### src/rtl/segway_math_pkg.sv
// Shared constants and helpers for the Segway torque math pipeline.
package segway_math_pkg;

  // Default shaping and overspeed constants
  localparam int DEF_MIN_DUTY        = 'h3C0;
  localparam int DEF_LOW_TORQUE_BAND = 'h3C;
  localparam int DEF_GAIN_MULT       = 16;
  localparam int DEF_TOO_FAST_THRESH = 1792;
  localparam int DEF_TOO_FAST_CNT    = 4;
  localparam int DEF_SLEW_STEP       = 'h040;

  // Steering pot clamp window and electrical centre
  localparam logic [11:0] STEER_MIN = 12'h200;
  localparam logic [11:0] STEER_MAX = 12'hE00;
  localparam logic [11:0] STEER_CTR = 12'h7FF;

  // Clamp v into the signed range of a w-bit two's complement value
  function automatic int sat_signed(input int v, input int w);
    int hi;
    int lo;
    hi = (1 << (w - 1)) - 1;
    lo = -(1 << (w - 1));
    if (v > hi) begin
      return hi;
    end else if (v < lo) begin
      return lo;
    end
    return v;
  endfunction

endpackage

### src/rtl/segway_math_pipe_shaper.sv
// Deadzone shaping plus saturation of one wheel torque.
module segway_shaper
  import segway_math_pkg::*;
#(
  parameter int DW              = 12,
  parameter int MIN_DUTY        = DEF_MIN_DUTY,
  parameter int LOW_TORQUE_BAND = DEF_LOW_TORQUE_BAND,
  parameter int GAIN_MULT       = DEF_GAIN_MULT
) (
  input  logic signed [DW:0]   torque,
  output logic signed [DW-1:0] shaped
);

  int t;
  int mag;
  int v;

  // Large torques get a fixed offset past the motor deadzone, small ones a gain boost
  always_comb begin
    t   = int'(torque);
    mag = (t < 0) ? -t : t;
    if (mag > LOW_TORQUE_BAND) begin
      v = (t < 0) ? (t - MIN_DUTY) : (t + MIN_DUTY);
    end else begin
      v = t * GAIN_MULT;
    end
    shaped = DW'(sat_signed(v, DW));
  end

endmodule

### src/rtl/segway_math_pipe.sv
// Three-stage pipelined torque math: soft-start, steering mix, shaping, slew limit
// and debounced overspeed detection.
module segway_math_pipe
  import segway_math_pkg::*;
#(
  parameter int DW              = 12,
  parameter int SS_W            = 8,
  parameter int MIN_DUTY        = DEF_MIN_DUTY,
  parameter int LOW_TORQUE_BAND = DEF_LOW_TORQUE_BAND,
  parameter int GAIN_MULT       = DEF_GAIN_MULT,
  parameter int TOO_FAST_THRESH = DEF_TOO_FAST_THRESH,
  parameter int TOO_FAST_CNT    = DEF_TOO_FAST_CNT,
  parameter int SLEW_STEP       = DEF_SLEW_STEP
) (
  input  logic                 clk,
  input  logic                 rst,
  input  logic                 vld_in,
  input  logic signed [DW-1:0] PID_cntrl,
  input  logic [11:0]          steer_pot,
  input  logic                 en_steer,
  input  logic                 pwr_up,
  output logic signed [DW-1:0] lft_spd,
  output logic signed [DW-1:0] rght_spd,
  output logic                 vld_out,
  output logic                 too_fast
);

  localparam int                 CntW   = $clog2(TOO_FAST_CNT + 1);
  localparam logic [CntW-1:0]    CntMax = CntW'(TOO_FAST_CNT);
  localparam logic [SS_W-1:0]    SsMax  = '1;

  logic [SS_W-1:0]          ss_tmr_q;

  // Stage 1 signals
  logic signed [DW+SS_W:0]  pid_ext;
  logic signed [DW+SS_W:0]  ss_ext;
  logic signed [DW+SS_W:0]  prod;
  logic signed [DW-1:0]     pid_ss_d;
  logic [11:0]              steer_sat;
  logic signed [11:0]       steer_ofs;
  logic signed [DW:0]       steer_term_d;
  logic                     v1_q;
  logic signed [DW-1:0]     pid_ss_q;
  logic signed [DW:0]       steer_q;
  logic                     en_q;

  // Stage 2 signals
  logic signed [DW:0]       steer_eff;
  logic signed [DW:0]       lft_torque;
  logic signed [DW:0]       rght_torque;
  logic signed [DW-1:0]     lft_shaped;
  logic signed [DW-1:0]     rght_shaped;
  logic                     v2_q;
  logic signed [DW-1:0]     lft_tgt_q;
  logic signed [DW-1:0]     rght_tgt_q;

  // Stage 3 signals
  logic signed [DW-1:0]     lft_d;
  logic signed [DW-1:0]     rght_d;
  logic                     over;
  logic [CntW-1:0]          cnt_q;
  logic [CntW-1:0]          cnt_d;

  // Move cur toward tgt by at most SLEW_STEP
  function automatic logic signed [DW-1:0] slew(input logic signed [DW-1:0] cur,
                                                input logic signed [DW-1:0] tgt);
    int delta;
    int r;
    delta = int'(tgt) - int'(cur);
    if (delta > SLEW_STEP) begin
      r = int'(cur) + SLEW_STEP;
    end else if (delta < -SLEW_STEP) begin
      r = int'(cur) - SLEW_STEP;
    end else begin
      r = int'(tgt);
    end
    return DW'(r);
  endfunction

  // Soft-start ramp: counts samples while powered, saturates, clears on power loss
  always_ff @(posedge clk) begin
    if (rst || !pwr_up) begin
      ss_tmr_q <= '0;
    end else if (vld_in && (ss_tmr_q != SsMax)) begin
      ss_tmr_q <= ss_tmr_q + 1'b1;
    end
  end

  // Stage 1 datapath: soft-start scaling and 3/16 steering term
  always_comb begin
    pid_ext  = (DW+SS_W+1)'(PID_cntrl);
    ss_ext   = {{(DW+1){1'b0}}, ss_tmr_q};
    prod     = pid_ext * ss_ext;
    pid_ss_d = DW'(prod >>> SS_W);
    if (steer_pot < STEER_MIN) begin
      steer_sat = STEER_MIN;
    end else if (steer_pot > STEER_MAX) begin
      steer_sat = STEER_MAX;
    end else begin
      steer_sat = steer_pot;
    end
    steer_ofs    = steer_sat - STEER_CTR;
    steer_term_d = (DW+1)'(steer_ofs >>> 4) + (DW+1)'(steer_ofs >>> 3);
  end

  // Stage 1 registers; power loss zeroes the data so in-flight samples come out as 0
  always_ff @(posedge clk) begin
    if (rst) begin
      v1_q     <= 1'b0;
      pid_ss_q <= '0;
      steer_q  <= '0;
      en_q     <= 1'b0;
    end else begin
      v1_q <= vld_in;
      if (!pwr_up) begin
        pid_ss_q <= '0;
        steer_q  <= '0;
      end else if (vld_in) begin
        pid_ss_q <= pid_ss_d;
        steer_q  <= steer_term_d;
        en_q     <= en_steer;
      end
    end
  end

  // Stage 2 datapath: differential steering mix
  always_comb begin
    steer_eff   = en_q ? steer_q : '0;
    lft_torque  = (DW+1)'(pid_ss_q) + steer_eff;
    rght_torque = (DW+1)'(pid_ss_q) - steer_eff;
  end

  segway_shaper #(
    .DW              (DW),
    .MIN_DUTY        (MIN_DUTY),
    .LOW_TORQUE_BAND (LOW_TORQUE_BAND),
    .GAIN_MULT       (GAIN_MULT)
  ) u_shaper_lft (
    .torque (lft_torque),
    .shaped (lft_shaped)
  );

  segway_shaper #(
    .DW              (DW),
    .MIN_DUTY        (MIN_DUTY),
    .LOW_TORQUE_BAND (LOW_TORQUE_BAND),
    .GAIN_MULT       (GAIN_MULT)
  ) u_shaper_rght (
    .torque (rght_torque),
    .shaped (rght_shaped)
  );

  // Stage 2 registers: shaped, saturated targets
  always_ff @(posedge clk) begin
    if (rst) begin
      v2_q       <= 1'b0;
      lft_tgt_q  <= '0;
      rght_tgt_q <= '0;
    end else begin
      v2_q <= v1_q;
      if (!pwr_up) begin
        lft_tgt_q  <= '0;
        rght_tgt_q <= '0;
      end else if (v1_q) begin
        lft_tgt_q  <= lft_shaped;
        rght_tgt_q <= rght_shaped;
      end
    end
  end

  // Stage 3 next state: slew limit, power-loss override and overspeed debounce
  always_comb begin
    lft_d  = lft_spd;
    rght_d = rght_spd;
    cnt_d  = cnt_q;
    if (!pwr_up) begin
      lft_d  = '0;
      rght_d = '0;
    end else if (v2_q) begin
      lft_d  = slew(lft_spd, lft_tgt_q);
      rght_d = slew(rght_spd, rght_tgt_q);
    end
    over = (int'(lft_d) > TOO_FAST_THRESH) || (int'(rght_d) > TOO_FAST_THRESH);
    if (!pwr_up) begin
      cnt_d = '0;
    end else if (v2_q) begin
      if (over) begin
        cnt_d = (cnt_q == CntMax) ? cnt_q : cnt_q + 1'b1;
      end else begin
        cnt_d = '0;
      end
    end
  end

  // Stage 3 output registers
  always_ff @(posedge clk) begin
    if (rst) begin
      lft_spd  <= '0;
      rght_spd <= '0;
      vld_out  <= 1'b0;
      cnt_q    <= '0;
      too_fast <= 1'b0;
    end else begin
      lft_spd  <= lft_d;
      rght_spd <= rght_d;
      vld_out  <= v2_q;
      cnt_q    <= cnt_d;
      too_fast <= (cnt_d == CntMax);
    end
  end

endmodule

### config.mk
export PLATFORM = sky130hd
export DESIGN_NAME = segway_math_pipe
export DESIGN_NICKNAME = d
export VERILOG_FILES = /design/src/rtl/segway_math_pkg.sv /design/src/rtl/segway_math_pipe_shaper.sv /design/src/rtl/segway_math_pipe.sv
export SDC_FILE = /design/constraint.sdc
export NUM_CORES = 1
export LEC_CHECK = 0
export ABC_AREA = 1
export BUFFER_PORTS_ARGS = -buffer_cell sky130_fd_sc_hd__buf_2
export CAP_MARGIN = 30
export CORE_MARGIN = 2
export CORE_UTILIZATION = 35
export CTS_CLUSTER_DIAMETER = 40
export DETAILED_ROUTE_END_ITERATION = 16
export PLACE_DENSITY_LB_ADDON = 0.15
export SYNTH_ARGS = -nofsm -noshare
export SYNTH_HDL_FRONTEND = slang
export SYNTH_SLANG_ARGS = --single-unit
### constraint.sdc
create_clock -name clk -period 11.1 [get_ports clk]
set_clock_uncertainty 0.2 [all_clocks]
set_input_delay 0.555 -clock clk [delete_from_list [all_inputs] [get_ports clk]]
set_output_delay 0.555 -clock clk [all_outputs]
set_load 0.02 [all_outputs]
==> results of run 1 <==
-- flip-flops by register name, summed over array words and instances, names as in the netlist --
register,flops
ss_tmr_q,8
en_q,1
pid_ss_q,12
steer_q,10
vld_out,1
v2_q,1
rght_spd,12
too_fast,1
rght_tgt_q,12
v1_q,1
lft_tgt_q,12
cnt_q,3
lft_spd,12
-- where the power goes --
| group | switching (W) | internal (W) |
|---|---|---|
| sequential | 0.0000121 | 0.000319 |
| clock | 0.000145 | 0.000185 |
| combinational | 0.000345 | 0.000173 |
| total | 0.000502 | 0.000678 |
-- layout make-up --
type / instances / area (µm²)
diodes: 1 / 2.502
repair buffers: 58 / 300.3
clock buffers: 10 / 239.0
multi-input cells: 1315 / 8598
fillers: 3778 / 21340
well taps: 455 / 569.3
clock inverters: 6 / 75.07
inverters: 403 / 1526
flip-flops and latches: 86 / 1722
-- layout by cell type (no fill, tap or decap), drive strengths merged, types with 2 or more instances in the layout --
master and n:
o21bai 7, xor2 49, clkbuf 10, a21oi 106, nand4 28, nand3 117, nor3 23, xnor2 20
bufinv 2, o31ai 2, inv 403, or2 3, a211oi 2, dfxtp 86, and2 3, ha 111
o21ai 101, nor2 155, buf 58, nand3b 2, o211ai 5, nand2 483, fa 82, a21o 5
clkinv 4, nor4 3, o221ai 2
-- layer usage --
| layer | part of all wire | vias to the layer above | track usage |
|---|---|---|---|
| met1 | 0.49 | 4935 | 0.2226 |
| met3 | 0.028 | 16 | 0.01932 |
| met4 | 0.0092 | 0 | 0.03399 |
| met5 | 0 | - | 0 |
| li1 | - | 5750 | - |
| met2 | 0.47 | 132 | 0.2925 |
-- worst reg2reg max path: cells and delay by family (launching register included) --
kind / cells / cell delay, ns
buffers and inverters: 4 / 0.20
flip-flops: 1 / 0.75
adder cells (fa/ha/maj): 5 / 2.38
AND/OR/NAND/NOR: 4 / 0.59
AO/OA/AOI/OAI: 6 / 0.85
-- through the flow --
stage,util,instance area [µm²],cells
floorplan,-,12140,1864
global placement,0.3699,12720,2317
detailed placement,0.3699,12720,2317
CTS,0.3791,13030,2333
global route,0.3791,13030,2333
finish,0.3792,13030,2334
-- final timing paths --
path / from / slack, ns / depth (start not counted) / to
min reg2reg: steer_q[0] / 0.27 / 2 / steer_q[0]
min: en_steer / 0.26 / 3 / en_q
max reg2reg: ss_tmr_q[3] / 6.02 / 19 / pid_ss_q[9]
max: ss_tmr_q[3] / 6.02 / 19 / pid_ss_q[9]
-- kinds of logic after synthesis --
logic type	Yosys count	share of synthesized area
buf+inv	463	0.1503
compound gates	235	0.1136
simple gates	818	0.2897
xor+xnor	69	0.05502
flops	86	0.1418
fa+ha+maj	193	0.2496
==> impl_metrics.tcl, run 1 <==
set metrics [dict create \
    areaGrowthSynthToFinish_pct 7.326 \
    hpwlAfterDp_um 23350 \
    ir_drop_mv 0.07090 \
    cts_buffer_depth 2 \
    ys_ff_latch 86 \
    ys_seq_area_frac 0.1418 \
    synth_area_mm2 0.01214 \
    die_h_um 190.3 \
    start_util 0.3533 \
    worst_pin_slew_ns 0.8355 \
    crit_type "flip-flop to flip-flop" \
    setup_viol 0 \
    layout.nets 2095 \
    drc 0 \
    fmax_ghz 0.1970 \
    fp.dieArea_mm2 0.03620 \
    io_buffers 54 \
    cp-start-kind "flip-flop" \
    cp_data_arrival_time_ns 5.13 \
    crit_chain "nand2_1 > fa_1 > inv_1 > fa_1 > inv_1 > fa_1 > inv_1 > fa_1 > ha_1 > a21oi_1 > o21ai_0 > a21oi_1 > nand2_1 > a21o_1 > and2_1 > nor3_1 > o21ai_0 > o211ai_1 > inv_1" \
    grt_usage 0.1674 \
    synthArstFlopShare 0 \
    wl_per_cell_um 12.33 \
    cts_buffers 9 \
    slew_viol_final 0 \
    cts_max_level 3 \
    root_buffer "clkbuf_16" \
    routed_wl_um 28790 \
    path_clk_slew_ns 0.07 \
    drt_pre_antenna_iters 5 \
    cp.required_ns 11.15 \
    clkLatencyLatePin_ns 0.36 \
    synth_top_area_cell "nand2_1" \
    gp_congestion 0.8040 \
    slowest_stage "dfxtp_1" \
    status "finished clean" \
    powerDensity_mw_per_mm2 90.53 \
    hold_class "primary input to flip-flop" \
    synth.distinct_cells 53 \
    pin_count 55 \
    max_stage_delay_ns 0.75 \
    min_period_ns 5.076 \
    synthFlopType "dfxtp_1" \
    grt_pass1_wl_um 50710 \
    crit_fanout 15 \
    place_ws_ns 6.005 \
    cts.repair.resized 0 \
    antenna_found_initial 1 \
    synth_fp_nets 2086 \
    coreArea_mm2 0.03437 \
    yosysMostFrequentCell "nand2_1" \
    synth_common_cells "nand2_1 (467), inv_1 (389), nor2_1 (148), nand3_1 (114), ha_1 (111)" \
    ys_warn_count 0 \
    clock_sinks 86 \
    synth_edf_count 0 \
    routed_via_density 4.641 \
    drtIter0Drc 545 \
    cts_setup_buffers 0 \
    synthCells 1864 \
    syn_area_per_cell_um2 6.514 \
    cts_hold_buf 0 \
    grt-ovfl-total 0 \
    rsz0062_at_grt "false" \
    yosysTopAreaCellShare 0.1444 \
    grt_max_degree 38 \
    die_w_um 190.3 \
    drive_gt1_frac 0.08520 \
    crit_buf_inv 4 \
    dr_total_vias 10830 \
    setup_tns_ns 0 \
    fin_crit_sh 0.4573 \
    path_delay_family "adder cells" \
    grt_pass1_vias 10620 \
    cp-end-kind "flip-flop" \
    synthTopCellsByArea "nand2_1 (14%), dfxtp_1 (14%), fa_1 (14%)" \
    antenna_left 0 \
    slew_headroom 0.4424 \
    finalHoldViolations 0 \
    setup_slack_ns 6.024 \
    fp-row-count 68 \
    cts_tree "built" \
    cap_violations 0 \
    power.total_w 0.001180 \
    power.static_leakage_nw 7.403 \
    hold_ws_ns 0.2575 \
]
(Power assumes the default switching activity.)
==> run 2, diff against run 1 <==
clock period = 5.26 ns   (was 11.1 ns; I/O delays follow)
==> impl_metrics.tcl, run 2 (synthesized netlist as in run 1, its figures left out) <==
set metrics [dict create \
    antenna_left 0 \
    setup_tns_ns 0 \
    max_stage_delay_ns 0.53 \
    power.total_w 0.002543 \
    utilization 0.3813 \
    grt.busiest_layer "met2" \
    antenna-diode-count 0 \
    cap_violations 0 \
    hold_class "primary input to flip-flop" \
    crit_fanout 12 \
    path_clk_slew_ns 0.07 \
    cts_tree "built" \
    final_common_cell "nand2_1" \
    routed_via_density 4.640 \
    cp.required_ns 5.31 \
    final_cell_mix "nand2_1 (467), inv_1 (389), nor2_1 (147)" \
    crit_buf_inv 5 \
    worst_pin_slew_ns 0.9529 \
    pin_count 55 \
    grt.met1_usage 0.2312 \
    placed_cells 2322 \
    setup_viol 0 \
    cp-start-kind "flip-flop" \
    coreArea_mm2 0.03437 \
    crit_chain "buf_4 > nand2_1 > fa_1 > inv_1 > fa_1 > ha_1 > inv_1 > fa_1 > inv_1 > ha_1 > a21oi_1 > nand2_1 > a21o_1 > a21o_1 > a21oi_1 > o21ai_0 > nand2_1 > a21oi_1 > nand3b_1 > nand2_1 > inv_1" \
    fin_crit_sh 0.9100 \
    cts_buffers 9 \
    drc 0 \
    start_util 0.3533 \
    wl_per_cell_um 12.47 \
    finalHoldViolations 0 \
    crit_type "flip-flop to flip-flop" \
    layout.nets 2101 \
    powerDensity_mw_per_mm2 194.0 \
    cp_data_arrival_time_ns 4.84 \
    status "finished clean" \
    ir_drop_mv 0.1571 \
    clkLatencyLatePin_ns 0.35 \
    fp-row-count 68 \
    dr_total_vias 10850 \
    slew_headroom 0.3640 \
    power.static_leakage_nw 7.445 \
    fp.dieArea_mm2 0.03620 \
    cp-end-kind "flip-flop" \
    grt_pass1_vias 10890 \
    drive_gt1_frac 0.08970 \
    grt_usage 0.1714 \
    die_w_um 190.3 \
    io_buffers 54 \
    routed_wl_um 29160 \
    clock_sinks 86 \
    cts_buffer_depth 2 \
    hpwlAfterDp_um 23550 \
    gp_congestion 0.8234 \
    drtIter0Drc 559 \
    grt_pass1_wl_um 51650 \
    antenna_found_initial 0 \
    grtUsageMet2 0.2983 \
    slew_viol_final 0 \
    root_buffer "clkbuf_16" \
    grt-ovfl-total 0 \
    grt_max_degree 37 \
    drt_pre_antenna_iters 5 \
    path_delay_family "adder cells" \
    areaGrowthSynthToFinish_pct 7.945 \
    die_h_um 190.3 \
    slowest_stage "fa_1" \
    fmax_ghz 0.2089 \
    finalNonFillerCells 2339 \
    grt_use_met3 0.01730 \
    fillers 3771 \
    min_period_ns 4.787 \
    cts_setup_buffers 0 \
    rsz0062_at_grt "false" \
    cts_max_level 3 \
]
==> run 2: layout make-up <==
type,count,area [µm²],share of cell area
multi-input cells,1315,8598,0.6560
flip-flops and latches,86,1729,0.1319
inverters,403,1526,0.1165
well taps,455,569.3,0.04343
repair buffers,64,347.8,0.02654
clock buffers,10,239.0,0.01823
clock inverters,6,97.59,0.007446
==> run 2: timing repair <==
| action | 4_1_cts | 5_1_grt |
|---|---|---|
| hold buffers | 1 | 0 |
| hold endpoints to repair | 1 | 0 |
| setup endpoints to repair | 0 | 7 |
| resized for setup | 0 | 5 |
==> run 2: path summary, 6_finish.rpt <==
path	startpoint	depth (start not counted)	end	slack (ns)
setup / recovery	ss_tmr_q[1]	21	pid_ss_q[5]	0.47
setup reg to reg	ss_tmr_q[1]	21	pid_ss_q[5]	0.47
hold reg to reg	steer_q[0]	2	steer_q[0]	0.27
hold / removal	steer_pot[11]	3	steer_q[11]	0.07
==> run 2: worst min-delay path, delay by kind of cell <==
kind	cells	cell delay, ns
compound gates	2	0.22
buf+inv	1	0.10
==> run 2: power by group <==
| part | switching [W] | internal [W] | leakage, nW |
|---|---|---|---|
| clock network | 0.000302 | 0.000438 | 0.166 |
| logic | 0.000735 | 0.000370 | 6.58 |
| registers | 0.0000236 | 0.000674 | 0.701 |
==> run 2: metrics by stage <==
stage	hold WS (ns)	area (µm²)	setup WS [ns]
6_report	0.07445	13110	0.4734
3_3_place_gp	0.2515	12750	0.3549
3_5_place_dp	0.2584	12750	0.2816
4_1_cts	0.06304	13100	0.2616
2_1_floorplan	0.2149	12140	0.5310
5_1_grt	0.08455	13110	0.01990
==> run 2: metal layers <==
layer | routed length (µm) | vias up | part of all wire
met5 | 0 | - | 0
li1 | - | 5756 | -
met2 | 13580 | 138 | 0.47
met3 | 631 | 22 | 0.022
met4 | 272 | 0 | 0.0093
met1 | 14680 | 4938 | 0.50
